<file path="src/rtl/vend_session_arbiter.sv">
// Round-robin session arbiter sharing one vending core between NREQ kiosks.
// Optional idle-session timeout is compiled in with `define VEND_ARB_TIMEOUT_EN.
module vend_session_arbiter #(
   parameter int NREQ    = 4,
   parameter int PRICE   = 15,
   parameter int TIMEOUT = 16
) (
   input  logic                clk,
   input  logic                reset,
   input  logic [NREQ-1:0]     req,
   input  logic [4*NREQ-1:0]   amt_in,
   output logic [NREQ-1:0]     grant,
   output logic [NREQ-1:0]     coin_reject,
   output logic [NREQ-1:0]     item_out,
   output logic [3:0]          change_out,
   output logic [NREQ-1:0]     refund_valid,
   output logic [4:0]          refund_amt,
   output logic [3:0]          vm_amt,
   output logic                vm_reset,
   input  logic                vm_item,
   input  logic [3:0]          vm_change
);

   localparam int PW = (NREQ > 1) ? $clog2(NREQ) : 1;
   localparam logic [4:0] PRICE5 = 5'(PRICE);

   typedef enum logic [1:0] {IDLE, SESSION, DONE, ABORT} state_t;

   state_t          state;
   state_t          state_next;
   logic [PW-1:0]   ptr;
   logic [PW-1:0]   owner;
   logic [PW-1:0]   pick_idx;
   logic [PW-1:0]   cand;
   logic            pick_found;
   logic [4:0]      credit;
   logic [3:0]      coin;
   logic            coin_legal;
   logic            coin_bad;
   logic            owner_req;
   logic            abort_req;
   logic            timeout_hit;

   // First requester at or after ptr, searching upward with wrap.
   always_comb begin
      pick_idx   = '0;
      pick_found = 1'b0;
      cand       = '0;
      for (int i = 0; i < NREQ; i++) begin
         cand = PW'((int'(ptr) + i) % NREQ);
         if (!pick_found && req[cand]) begin
            pick_found = 1'b1;
            pick_idx   = cand;
         end
      end
   end

   assign owner_req  = req[owner];
   assign coin       = amt_in[4*int'(owner) +: 4];
   assign coin_legal = ((coin == 4'd5) || (coin == 4'd10)) && (credit < PRICE5);
   assign coin_bad   = (coin != 4'd0) && !coin_legal;

`ifdef VEND_ARB_TIMEOUT_EN
   localparam int TW = $clog2(TIMEOUT + 1);
   logic [TW-1:0] timer;

   // Abort is decided in the coinless cycle that would bring the count to zero.
   assign timeout_hit = !coin_legal && (timer <= TW'(1));

   always_ff @(posedge clk) begin
      if (reset) begin
         timer <= '0;
      end else if (state == IDLE) begin
         timer <= TW'(TIMEOUT);
      end else if (state == SESSION) begin
         if (coin_legal)
            timer <= TW'(TIMEOUT);
         else if (timer != '0)
            timer <= timer - TW'(1);
      end
   end
`else
   assign timeout_hit = 1'b0;
`endif

   assign abort_req = !owner_req || timeout_hit;
   assign vm_reset  = (state != SESSION);

   always_comb begin
      state_next = state;
      case (state)
         IDLE:    if (pick_found) state_next = SESSION;
         SESSION: begin
            if (vm_item)
               state_next = DONE;
            else if (abort_req)
               state_next = ABORT;
         end
         DONE:    state_next = IDLE;
         ABORT:   state_next = IDLE;
         default: state_next = IDLE;
      endcase
   end

   // Pulse outputs default low each cycle; an item delivery outranks an abort.
   always_ff @(posedge clk) begin
      if (reset) begin
         state        <= IDLE;
         ptr          <= '0;
         owner        <= '0;
         credit       <= '0;
         grant        <= '0;
         coin_reject  <= '0;
         item_out     <= '0;
         change_out   <= '0;
         refund_valid <= '0;
         refund_amt   <= '0;
         vm_amt       <= '0;
      end else begin
         state        <= state_next;
         coin_reject  <= '0;
         item_out     <= '0;
         change_out   <= '0;
         refund_valid <= '0;
         refund_amt   <= '0;
         vm_amt       <= '0;
         case (state)
            IDLE: begin
               if (pick_found) begin
                  grant  <= NREQ'(1) << pick_idx;
                  owner  <= pick_idx;
                  credit <= '0;
               end
            end
            SESSION: begin
               if (vm_item) begin
                  item_out   <= grant;
                  change_out <= vm_change;
               end else if (abort_req) begin
                  refund_valid <= grant;
                  refund_amt   <= credit;
               end else if (coin_legal) begin
                  vm_amt <= coin;
                  credit <= credit + {1'b0, coin};
               end else if (coin_bad) begin
                  coin_reject <= grant;
               end
            end
            DONE, ABORT: begin
               grant <= '0;
               ptr   <= (owner == PW'(NREQ - 1)) ? '0 : owner + PW'(1);
            end
            default: grant <= '0;
         endcase
      end
   end

endmodule

</file>
<file path="config.mk">
export PLATFORM = sky130hd
export DESIGN_NAME = vend_session_arbiter
export DESIGN_NICKNAME = d
export VERILOG_FILES = /design/src/rtl/vend_session_arbiter.sv
export SDC_FILE = /design/constraint.sdc
export NUM_CORES = 1
export LEC_CHECK = 0
export BUFFER_PORTS_ARGS = -buffer_cell sky130_fd_sc_hd__buf_2
export CAP_MARGIN = 40
export CORE_MARGIN = 2
export CORE_UTILIZATION = 45
export CTS_CLUSTER_SIZE = 40
export DETAILED_ROUTE_END_ITERATION = 16
export PLACE_DENSITY = 0.84
export SYNTH_ARGS = -nofsm -noshare
export SYNTH_HDL_FRONTEND = slang
export SYNTH_SLANG_ARGS = --single-unit
</file>
<file path="constraint.sdc">
create_clock -name clk -period 3.4 [get_ports clk]
set_clock_uncertainty 0.15 [all_clocks]
set_input_delay 0.85 -clock clk [delete_from_list [all_inputs] [get_ports clk]]
set_output_delay 0.85 -clock clk [all_outputs]
set_load 0.01 [all_outputs]
</file>
# Yosys cells after proc, flatten, opt, wreduce, memory -nomap -nowiden
# Cells that the tools add are included.
[op_classes]
n_addsub = 5
multipliers = 0
div_mod_pow = 0
order_cmp = 6
eq_ne = 12
n_shift = 2
muxes = 30
bitwise = 5
n_reduce_logical = 23
[op_table]
columns = ["op", "n"]
rows = [
  ["2-to-1 mux 5 bit", 4],
  ["2-to-1 mux 2 bit", 8],
  ["indexed part select 16 x 5 -> 4 bit", 1],
  ["less-than comparator 2 x 3 -> 1 bit (second input constant)", 5],
  ["binary-select mux 1 bit (select 2 bit)", 5],
  ["one-hot mux 5 bit (2 select lines)", 1],
  ["2-to-1 mux 1 bit", 9],
  ["!= test 2 bit (second input constant)", 4],
  ["one-hot mux 4 bit (2 select lines)", 1],
  ["== test 2 bit (second input constant)", 3],
  ["one-hot mux 2 bit (3 select lines)", 1],
  ["AND reduction 2 bit", 3],
  ["OR reduction 6 bit", 1],
  ["adder 5 x 4 -> 5 bit", 1],
  ["logical AND 1 bit", 5],
  ["less-than comparator 5 x 4 -> 1 bit (second input constant)", 1],
  ["NOT 1 bit", 5],
  ["AND reduction 5 bit", 1],
  ["OR reduction 5 bit", 1],
  ["adder 2 x 1 -> 2 bit (second input constant)", 2],
  ["adder 2 bit (second input constant)", 2],
  ["== test 4 x 3 -> 1 bit (second input constant)", 1],
  ["== test 4 bit (second input constant)", 1],
  ["logical NOT 1 bit", 4],
  ["12 further kinds", 13],
]
[totals]
regBits = 40
latchBits = 0
ram_bits = 0
romBits = 0
inputBits = 27
output_inout_bits = 30
wordCells = 94
n_memories = 0

# Longest topological paths before layout
# Gate-level depths: netlist (run 1).
[depth]
word_depth = 15
mapped_depth = 9
mapped_depth_nobuf = 8

# Worst setup path after synthesis (run 1)
# OpenSTA, ideal clock, no wires.
[synth_path]
path_type = "input -> register"
start = "input amt_in[12]"
end = "register credit[4]"
setup_time_ps = 132
t_arrival_ps = 2409
t_required_ps = 3118
path_slack_ps = 709
cell_stages = 8
path_buffers = 0
path_cell_list = "mux4_2 -> ha_1 -> fa_1 -> a21o_1 -> a21oi_1 -> nor2_1 -> nand4b_1 -> a21oi_1"
[synth_between]
elab_chain_cells = 6
word_cells_on_any_way = 12
cone_classes = "add/sub: 1; eq/ne: 3; shift: 1; mux: 4; reduce/logical: 3"
[synth_lines]
columns = ["element", "line", "text"]
rows = [
  ["start, declared", "11", "input logic [4*NREQ-1:0] amt_in,"],
  ["indexed part select 16 x 5 -> 4 bit *", "59", "assign coin = amt_in[4*int'(owner) +: 4];"],
  ["adder 5 x 4 -> 5 bit (tied with other cells)", "144", "credit <= credit + {1'b0, coin};"],
  ["2-to-1 mux 5 bit / logical OR 1 bit (equally long branches)", "142, 60", ""],
  ["2-to-1 mux 5 bit / logical AND 1 bit (equally long branches)", "139, 60", ""],
  ["2-to-1 mux 5 bit / != test 2 bit (equally long branches)", "-", ""],
  ["one-hot mux 5 bit (2 select lines) / AND reduction 5 bit (equally long branches)", "-", ""],
  ["end signal, assigned", "144", ""],
  ["end, declared", "36", "logic [4:0] credit;"],
]
# Mark *: on every way between the ends. The rest lies on a longest branch, timed or not. The select of a mux whose other input is x is not followed.
# A chain may end at the register's enable or synchronous reset.

# Worst setup path after layout (run 1)
[layout_path]
start = "register owner[0]"
end = "register credit[4]"
[layout_between]
elab_chain_cells = 6
word_cells_on_any_way = 15
cone_classes = "add/sub: 1; eq/ne: 4; shift: 1; mux: 6; reduce/logical: 3"
[layout_lines]
columns = ["element", "line", "text"]
rows = [
  ["start, declared", "32", "logic [PW-1:0] owner;"],
  ["start signal, assigned", "131", "owner <= pick_idx;"],
  ["indexed part select 16 x 5 -> 4 bit *", "59", ""],
  ["net coin[0]", "37", "logic [3:0] coin;"],
  ["adder 5 x 4 -> 5 bit (tied with other cells)", "144", ""],
  ["2-to-1 mux 5 bit / logical OR 1 bit (equally long branches)", "142, 60", ""],
  ["2-to-1 mux 5 bit / logical AND 1 bit (equally long branches)", "139, 60", ""],
  ["2-to-1 mux 5 bit / != test 2 bit (equally long branches)", "-", ""],
  ["one-hot mux 5 bit (2 select lines) / AND reduction 5 bit (equally long branches)", "-", ""],
]
# Mark *: on every way through the listed nets, which the timed path passes. The rest lies on a longest branch. The select of a mux whose other input is x is not followed.

==> impl_metrics.tcl, run 1 <==
set metrics [dict create \
    placed_cell_area_um2 2000 \
    worstHoldEndpoint "credit[4]$_SDFFE_PP0P_" \
    core_um2 3610 \
    port_buffers 56 \
    postRouteAntennaNets 0 \
    cp_max_fo 8 \
    place_congestion 0.834 \
    p_int_uw 764 \
    crit_type "reg2reg" \
    via_per_inst 5.03 \
    netlist.area_leader.share_pct 48.1 \
    die_x_um 64.8 \
    cts_resized 0 \
    p_switching_uw 237 \
    postCtsHoldBufs 0 \
    timing.rr.end "credit[4]$_SDFFE_PP0P_" \
    timing.critical_path.buf_inv 0 \
    wl_per_cell_um 12.1 \
    multi_input_area_um2 827 \
    synth.most_common_cell "dfxtp_1" \
    slowest_delay_ps 610 \
    cp.arrival_ps 2690 \
    reg2regPathDepth 8 \
    swShare_pct 23.7 \
    fin_crit_ps 2670 \
    min_path_type "reg2reg" \
    drtPass1Iterations 5 \
    syn_nets 191 \
    avgSynthCellArea_um2 10.5 \
    diodes 0 \
    crit_top_cell "a21oi_1" \
    synthFlopType "dfxtp_1" \
    pwr-share-clk_pct 36.8 \
    initial_core_util_pct 46.2 \
    h-tree-depth 2 \
    postCtsSetupRepairBufs 0 \
    regArea_um2 801 \
    seq_power_share_pct 49.6 \
    yosysTopAreaCell "dfxtp_1" \
    grt_pass1_vias 1179 \
    synth_area_um2 1670 \
    period_share_pct 78.5 \
    drt_iter0_drc 51 \
    maxCapViolations 0 \
    timing.setup.tns_ps 0 \
    die_height_um 64.8 \
    finalPower_mw 1.00 \
    antenna_found_initial 0 \
    outcome "finished, final reports clean" \
    syn_inst 158 \
    relSlewSlack_pct 64.1 \
    cts.sinks 40 \
    max_freq_mhz 375 \
    clkTransAtPathRegs_ps 70 \
    drive_above_1_share_pct 33.3 \
    ir_worst_vdd_mv 0.196 \
    r2r_slack_ps 730 \
    slowest_stage "mux4_2" \
    clkLatencyLatePin_ps 290 \
    reg2reg_from "owner[0]$_SDFFE_PP0P_" \
    critPathLaunchType "register" \
    root_buffer "clkbuf_8" \
    drv_slew 0 \
    min_from "credit[4]$_SDFFE_PP0P_" \
    vias 1342 \
    hold_viol 0 \
    totalWireLength_mm 3.23 \
    ys_ff_latch 40 \
    synth-edff-count 0 \
    comb_power_share_pct 13.6 \
    power_leakage_nw 1.02 \
    rsz0062_at_grt "no" \
    synthTopCellsByCount "dfxtp_1 (40), and2_1 (17), nor2_1 (13)" \
    utilization_pct 58.4 \
    synth_cell_types 36 \
    dp_hpwl_mm 2.45 \
    syn2layout_area_growth_pct 26.4 \
    numCtsBuffers 5 \
    ys_seq_area_share_pct 48.1 \
    cts_buffer_depth 2 \
    nNetsFinal 251 \
    hold_depth 2 \
    grt_pass1_wl_mm 5.24 \
    nFillCells 328 \
    grt_max_degree 15 \
    netlist_top_cells_area "dfxtp_1 (48%), mux4_2 (6.8%), and2_1 (6.4%)" \
    overflow 0 \
    power_density_nw_per_um2 475 \
    end_kind "register" \
    die-area_um2 4200 \
    drcViolationCount 0 \
    grtUsageTotal_pct 16.5 \
    pin_count 57 \
    worst_pin_slew_ps 538 \
    synthArstFlopShare_pct 0 \
    cts_tree "done" \
    ys_warn_count 0 \
    required_ps 3420 \
    fin_area_um2 2110 \
    worst_hold_slack_ps 325 \
    cpLargestDelayFamily "adder cells" \
    final-setup-viol-count 0 \
    path_cells "mux4_2 -> ha_1 -> fa_1 -> a21o_1 -> a21oi_1 -> nor2_1 -> nand4b_1 -> a21oi_1" \
    rows 22 \
]
==> through the flow <==
| stage | cells | setup WS (ps) |
|---|---|---|
| 2_1_floorplan | 158 | 709 |
| 3_3_place_gp | 259 | 567 |
| 5_1_grt | 267 | 592 |
| 3_5_place_dp | 259 | 472 |
| 6_report | 267 | 731 |
| 4_1_cts | 267 | 716 |
==> metal layers <==
| layer | routed length (um) | global-route usage (%) | up-vias |
|---|---|---|---|
| met2 | 1490 | 26.3 | 38 |
| met3 | 163 | 5.21 | 6 |
| li1 | - | - | 686 |
| met1 | 1520 | 20.5 | 612 |
| met4 | 61 | 7.18 | 0 |
| met5 | 0 | 0 | - |
==> cell type report <==
type | count | share of cell area [%]
Tap cell | 48 | 2.85
Timing Repair Buffer | 59 | 14.4
Clock inverter | 2 | 1.66
Inverter | 2 | 0.357
Clock buffer | 6 | 3.45
Sequential cell | 40 | 38.0
Multi-Input combinational cell | 110 | 39.3
==> worst reg2reg max path: stages, from the launching register on <==
cell and delay (ps):
dfxtp_1 590, mux4_2 610, ha_1 240, fa_1 410
a21o_1 180, a21oi_1 150, nor2_1 60, nand4b_1 90
a21oi_1 70
==> sequential cells by signal, indices dropped and copies added (netlist names), 4 cells and up <==
name	flops
item_out	4
grant	4
coin_reject	4
refund_valid	4
vm_amt	4
refund_amt	5
credit	5
change_out	4
==> cells in the final DEF, fill, tap and decap left out, types with 3 or more instances in the layout <==
master / instances
and3_1: 8
nand2_1: 5
dfxtp_1: 40
buf_4: 3
a22o_1: 5
nor2_1: 13
mux4_2: 5
nand3_1: 3
nand3b_1: 4
a21o_1: 3
mux2i_1: 3
nand2b_1: 4
and2_1: 17
a21oi_1: 9
clkbuf_8: 5
buf_2: 56
ha_1: 5
==> power groups by stage <==
stage | registers, mW | clock network [mW] | logic [mW]
3_3_place_gp | 0.507 | 0 | 0.132
4_1_cts | 0.497 | 0.376 | 0.136
2_1_floorplan | 0.502 | 0 | 0.0943
3_5_place_dp | 0.508 | 0 | 0.135
6_report | 0.497 | 0.368 | 0.136
5_1_grt | 0.499 | 0.398 | 0.150
==> how the worst max path moves through the flow <==
| stage | startpoint | endpoint | slack [ps] | cells past startpoint |
|---|---|---|---|---|
| floorplan | amt_in[12] | credit[4]$_SDFFE_PP0P_ | 710 | 8 |
| global placement | amt_in[12] | credit[4]$_SDFFE_PP0P_ | 570 | 9 |
| global route | owner[0]$_SDFFE_PP0P_ | credit[4]$_SDFFE_PP0P_ | 590 | 8 |
| detailed placement | amt_in[12] | credit[4]$_SDFFE_PP0P_ | 470 | 9 |
| finish | owner[0]$_SDFFE_PP0P_ | credit[4]$_SDFFE_PP0P_ | 730 | 8 |
| CTS | owner[0]$_SDFFE_PP0P_ | credit[4]$_SDFFE_PP0P_ | 720 | 8 |
==> cell families (layout without fill, tap and decap cells) <==
group | Yosys count | in the layout | synth area share [%]
adder cells (fa/ha/maj) | 6 | 6 | 4.96
AND/OR/NAND/NOR | 66 | 66 | 23.7
flip-flops | 40 | 40 | 48.1
buffers and inverters | 8 | 69 | 2.25
XOR/XNOR | 2 | 2 | 1.05
multiplexers | 8 | 8 | 8.57
AO/OA/AOI/OAI | 28 | 28 | 11.4
Power figures use the tool's default switching activity.
==> run 2, diff against run 1 <==
Settings changed: ABC_AREA set to 1, PLACE_DENSITY 0.84 to 0.85.
Clock period 3.4 ns to 2.42 ns, I/O delays scaled along.
==> run 2 against run 1 <==
Net effect:
- area after synthesis rose by 16%
- synthesized cell count rose by 73%
- cell count rose by 46%
- via count rose by 39%
- combinational power rose to 5.6 times the previous value
- sequential cell count did not move
- wire length rose by 24%
- core utilization rose by 0.62 points
- design area rose by 14%
- largest cell class unchanged
- highest routed layer unchanged
==> impl_metrics.tcl, run 2 <==
set metrics [dict create \
    grt_pass1_vias 1825 \
    required_ps 2470 \
    synth_area_um2 1920 \
    overflow 0 \
    ys_ff_latch 40 \
    fin_crit_ps 2200 \
    outcome "finished, final reports clean" \
    drt_iter0_drc 59 \
    h-tree-depth 2 \
    clkLatencyLatePin_ps 300 \
    r2r_slack_ps 220 \
    syn2layout_area_growth_pct 24.4 \
    postCtsHoldBufs 0 \
    die_x_um 69.4 \
    hold_viol 0 \
    synthFlopType "dfxtp_1" \
    root_buffer "clkbuf_8" \
    layout.cells.non_filler 389 \
    die-area_um2 4820 \
    pin_count 57 \
    avgSynthCellArea_um2 7.02 \
    antenna_found_initial 0 \
    cp.arrival_ps 2250 \
    layout_commonest_cell "nand2_1" \
    dp_cells 381 \
    place_congestion 0.835 \
    min_path_type "reg2reg" \
    drtPass1Iterations 4 \
    netlist.area_leader.share_pct 41.6 \
    cp_max_fo 8 \
    vias 1870 \
    die_height_um 69.4 \
    grt_max_degree 15 \
    cts.sinks 40 \
    cts_buffer_depth 2 \
    synthArstFlopShare_pct 0 \
    wl_per_cell_um 10.3 \
    postRouteAntennaNets 0 \
    power_density_nw_per_um2 883 \
    totalWireLength_mm 4.00 \
    utilization_pct 59.0 \
    cts_tree "done" \
    end_kind "register" \
    rows 23 \
    slowest_stage "fa_1" \
    netlist_top_cells_area "dfxtp_1 (42%), nand2_1 (14%), nor2_1 (8.4%)" \
    port_buffers 56 \
    synth_cell_types 25 \
    relSlewSlack_pct 66.3 \
    timing.critical_path.buf_inv 2 \
    initial_core_util_pct 47.4 \
    drive_above_1_share_pct 28.6 \
    maxCapViolations 0 \
    grtUsageTotal_pct 18.3 \
    final_cell_mix "nand2_1 (69), buf_2 (56), nor2_1 (43)" \
    ys_seq_area_share_pct 41.6 \
    grt_pass1_wl_mm 7.31 \
    diodes 0 \
    dp_hpwl_mm 3.16 \
    core_um2 4060 \
    synth-edff-count 0 \
    period_share_pct 90.9 \
    synth.most_common_cell "nand2_1" \
    path_cells "inv_2 -> nand2_1 -> nand3_1 -> nand2_2 -> inv_1 -> ha_1 -> fa_1 -> nand2_1 -> nand2_1 -> a21oi_1 -> xor2_1 -> nor2_1 -> o21ai_1 -> nor2_1" \
    critPathLaunchType "register" \
    cpLargestDelayFamily "adder cells" \
    numCtsBuffers 5 \
    clkTransAtPathRegs_ps 80 \
    slowest_delay_ps 400 \
    ys_warn_count 0 \
    final-setup-viol-count 0 \
    drcViolationCount 0 \
    syn_inst 274 \
    rsz0062_at_grt "no" \
    drv_slew 0 \
    via_per_inst 4.81 \
    crit_top_cell "nand2_1" \
    max_freq_mhz 455 \
    nNetsFinal 371 \
    synthTopCellsByCount "nand2_1 (70), nor2_1 (43), dfxtp_1 (40)" \
    worst_pin_slew_ps 505 \
    yosysTopAreaCell "dfxtp_1" \
    top_regs "credit: 5 flops, refund_amt: 5 flops" \
    crit_type "reg2reg" \
    syn_nets 307 \
    power_leakage_nw 1.29 \
    ir_worst_vdd_mv 0.577 \
]
run 2: per-stage QoR:
stage / instance area (um2) / total power, mW / setup slack (ps) / hold slack [ps] / TNS [ps]
floorplan: 1920 / 1.39 / 132 / 289 / 0
global placement: 2270 / 1.55 / -52.3 / 313 / -52.3
detailed placement: 2270 / 1.57 / -87.2 / 316 / -87.2
CTS: 2390 / 2.13 / 100 / 326 / 0
global route: 2390 / 2.29 / 7.35 / 348 / 0
finish: 2390 / 2.11 / 220 / 321 / 0
run 2: worst paths after layout:
kind / depth (start not counted) / startpoint / endpoint
max: 14 / owner[0]$_SDFFE_PP0P_ / credit[4]$_SDFFE_PP0P_
min: 2 / credit[3]$_SDFFE_PP0P_ / refund_amt[3]$_SDFF_PP0_
max reg2reg: 14 / owner[0]$_SDFFE_PP0P_ / credit[4]$_SDFFE_PP0P_
min reg2reg: 2 / credit[3]$_SDFFE_PP0P_ / refund_amt[3]$_SDFF_PP0_
run 2: layer usage:
layer / vias up / GRT usage, % / part of all wire [%]
li1: 979 / - / -
met1: 850 / 20.9 / 44
met2: 33 / 33.4 / 51
met3: 8 / 3.63 / 3.6
met4: 0 / 6.54 / 1.4
met5: - / 0 / 0
run 2: timing repair:
action                                  4_1_cts  5_1_grt
endpoints found under the setup margin        0        1
setup buffers                                 0        0
resized for setup                             0        4
run 2: cell type report:
cell class | count | area, um2
tap | 50 | 62.6
sequential | 40 | 806
inverter | 41 | 158
fill | 372 | 1660
timing repair buffer | 60 | 310
clock buffer | 5 | 68.8
clock inverter | 3 | 47.5
multi-input combinational | 190 | 942
run 2: logic make-up after synthesis:
logic type / after synthesis / share of synthesized area [%]
flip-flops: 40 / 41.6
AO/OA/AOI/OAI: 28 / 7.87
adder cells (fa/ha/maj): 6 / 4.29
buffers and inverters: 44 / 9.56
XOR/XNOR: 1 / 0.455
AND/OR/NAND/NOR: 155 / 36.2
run 2: tightest hold or removal path, delay by kind of cell (launching register included):
| family | cells | cell delay, ps |
|---|---|---|
| flops | 1 | 340 |
| buf+inv | 1 | 60 |
| simple gates | 1 | 40 |
run 2: power by group:
part,switching (mW),internal [mW],total (mW)
Combinational,0.479,0.284,0.763
Clock,0.247,0.310,0.557
Sequential,0.0678,0.727,0.794
==> run 3, diff against run 2 <==
Settings changed: REMOVE_ABC_BUFFERS set to 1, SLEW_MARGIN set to 15.
==> run 3 against run 2 <==
Net effect:
- design area unchanged
- largest cell class unchanged
- fmax decreased by 3.6%
- critical path depth decreased by 1
- critical endpoint unchanged
- die area unchanged
- hold slack improved by 3.5 ps
- non-clock buffer count increased by 1
==> impl_metrics.tcl, run 3 (synthesis gave the netlist of run 2 again) <==
set metrics [dict create \
    hold_depth 2 \
    drtPass1Iterations 4 \
    wl_per_cell_um 10.6 \
    cp_max_fo 7 \
    port_buffers 56 \
    period_share_pct 94.3 \
    wl_met3_um 217 \
    worstHoldEndpoint "refund_amt[3]$_SDFF_PP0_" \
    drv_slew 0 \
    outcome "finished, final reports clean" \
    grtUsageTotal_pct 17.4 \
    numCtsBuffers 5 \
    top_layer "met4" \
    timing.setup.tns_ps 0 \
    h-tree-depth 2 \
    power_leakage_nw 1.29 \
    totalWireLength_mm 4.13 \
    postCtsHoldBufs 0 \
    initial_core_util_pct 47.4 \
    cp.arrival_ps 2320 \
    dp_cells 380 \
    ir_worst_vdd_mv 0.487 \
    worst_pin_slew_ps 461 \
    reg2reg_from "owner[1]$_SDFFE_PP0P_" \
    die-area_um2 4820 \
    grt_max_degree 14 \
    critPathLaunchType "register" \
    slowest_stage "fa_1" \
    vias 1867 \
    crit_type "reg2reg" \
    grt_pass1_wl_mm 6.89 \
    cts_buffer_depth 2 \
    cts_tree "done" \
    min_from "credit[3]$_SDFFE_PP0P_" \
    max_freq_mhz 438 \
    pin_count 57 \
    root_buffer "clkbuf_8" \
    cts.sinks 40 \
    timing.rr.end "credit[4]$_SDFFE_PP0P_" \
    wl_met2_mm 2.04 \
    final_cell_mix "nand2_1 (70), buf_2 (56), nor2_1 (43)" \
    rows 23 \
    drcViolationCount 0 \
    relSlewSlack_pct 69.3 \
    timing.critical_path.buf_inv 2 \
    power_density_nw_per_um2 883 \
    dp_hpwl_mm 3.15 \
    fin_crit_ps 2280 \
    die_height_um 69.4 \
    maxCapViolations 0 \
    syn2layout_area_growth_pct 24.4 \
    die_x_um 69.4 \
    nNetsFinal 372 \
    required_ps 2460 \
    crit_top_cell "nand2_1" \
    drive_above_1_share_pct 28.5 \
    min_path_type "reg2reg" \
    utilization_pct 59.0 \
    overflow 0 \
    final-setup-viol-count 0 \
    slowest_delay_ps 400 \
    worst_slack_ps 138 \
    clkTransAtPathRegs_ps 80 \
    drt-met1-wl_mm 1.84 \
    path_cells "inv_2 -> nand3_1 -> nand2_1 -> inv_1 -> ha_1 -> fa_1 -> nand2_1 -> nand2_1 -> a21oi_2 -> xor2_1 -> nor2_1 -> o21ai_1 -> nor2_1" \
    grt_pass1_vias 1718 \
    layout.cells.non_filler 390 \
    reg2regPathDepth 13 \
    drt_iter0_drc 49 \
    r2r_slack_ps 140 \
    end_kind "register" \
    cp.depth 13 \
    postRouteAntennaNets 0 \
    diodes 0 \
    via_per_inst 4.79 \
    place_congestion 0.892 \
    core_um2 4060 \
    antenna_found_initial 0 \
    clkLatencyLatePin_ps 290 \
    layout_commonest_cell "nand2_1" \
    top_regs "credit: 5 flops, refund_amt: 5 flops" \
    pre_cts_ws_ps -86.5 \
    cpLargestDelayFamily "adder cells" \
    hold_viol 0 \
]
==> run 3: changes by cell type in the layout (fill, tap and decap cells not counted), sizes merged <==
cell	change
buf	+1
clkinv	-1
clkinvlp	+1
==> run 3: worst reg2reg max path, stage by stage (launching register included) <==
cell and delay [ps]:
dfxtp_1 380, inv_2 130, nand3_1 80, nand2_1 120, inv_1 60, ha_1 200
fa_1 400, nand2_1 80, nand2_1 60, a21oi_2 130, xor2_1 150, nor2_1 50
o21ai_1 140, nor2_1 50
==> run 3: worst max-delay path by stage <==
stage / startpoint / endpoint / slack, ps
final: owner[1]$_SDFFE_PP0P_ / credit[4]$_SDFFE_PP0P_ / 140
after global routing: owner[0]$_SDFFE_PP0P_ / credit[4]$_SDFFE_PP0P_ / -2
after CTS: owner[0]$_SDFFE_PP0P_ / credit[4]$_SDFFE_PP0P_ / 100
after detailed placement: amt_in[12] / credit[4]$_SDFFE_PP0P_ / -90
after global placement: amt_in[12] / credit[4]$_SDFFE_PP0P_ / -50
after floorplan: owner[0]$_SDFFE_PP0P_ / credit[4]$_SDFFE_PP0P_ / 40
==> run 3: stage by stage <==
| stage | power, mW | cell area, um2 | hold WS [ps] |
|---|---|---|---|
| 4_1_cts | 2.10 | 2370 | 332 |
| 2_1_floorplan | 1.37 | 1900 | 289 |
| 6_report | 2.11 | 2390 | 325 |
| 3_3_place_gp | 1.54 | 2260 | 313 |
| 5_1_grt | 2.27 | 2390 | 344 |
| 3_5_place_dp | 1.57 | 2260 | 318 |
==> run 3: final cells by class <==
type	count	area (um2)
Clock buffer	5	68.8
Clock inverter	3	42.5
Fill cell	381	1660
Inverter	41	158
Multi-Input combinational cell	190	943
Sequential cell	40	802
Tap cell	50	62.6
Timing Repair Buffer	61	318
==> run 3: repair_timing <==
action                                  CTS  global route
setup buffers                             0             2
gates resized for setup                   0             2
endpoints found under the setup margin    0             1
==> run 3: metal layers <==
| layer | vias up | global-route usage, % |
|---|---|---|
| li1 | 978 | - |
| met1 | 835 | 19.2 |
| met2 | 47 | 31.8 |
| met3 | 7 | 5.81 |
| met4 | 0 | 4.58 |
| met5 | - | 0 |
==> run 3: where the power goes <==
group / leakage, nW / switching, mW / total, mW / internal, mW
combinational: 0.906 / 0.498 / 0.787 / 0.289
clock: 0.0541 / 0.230 / 0.535 / 0.305
sequential: 0.325 / 0.0677 / 0.793 / 0.725
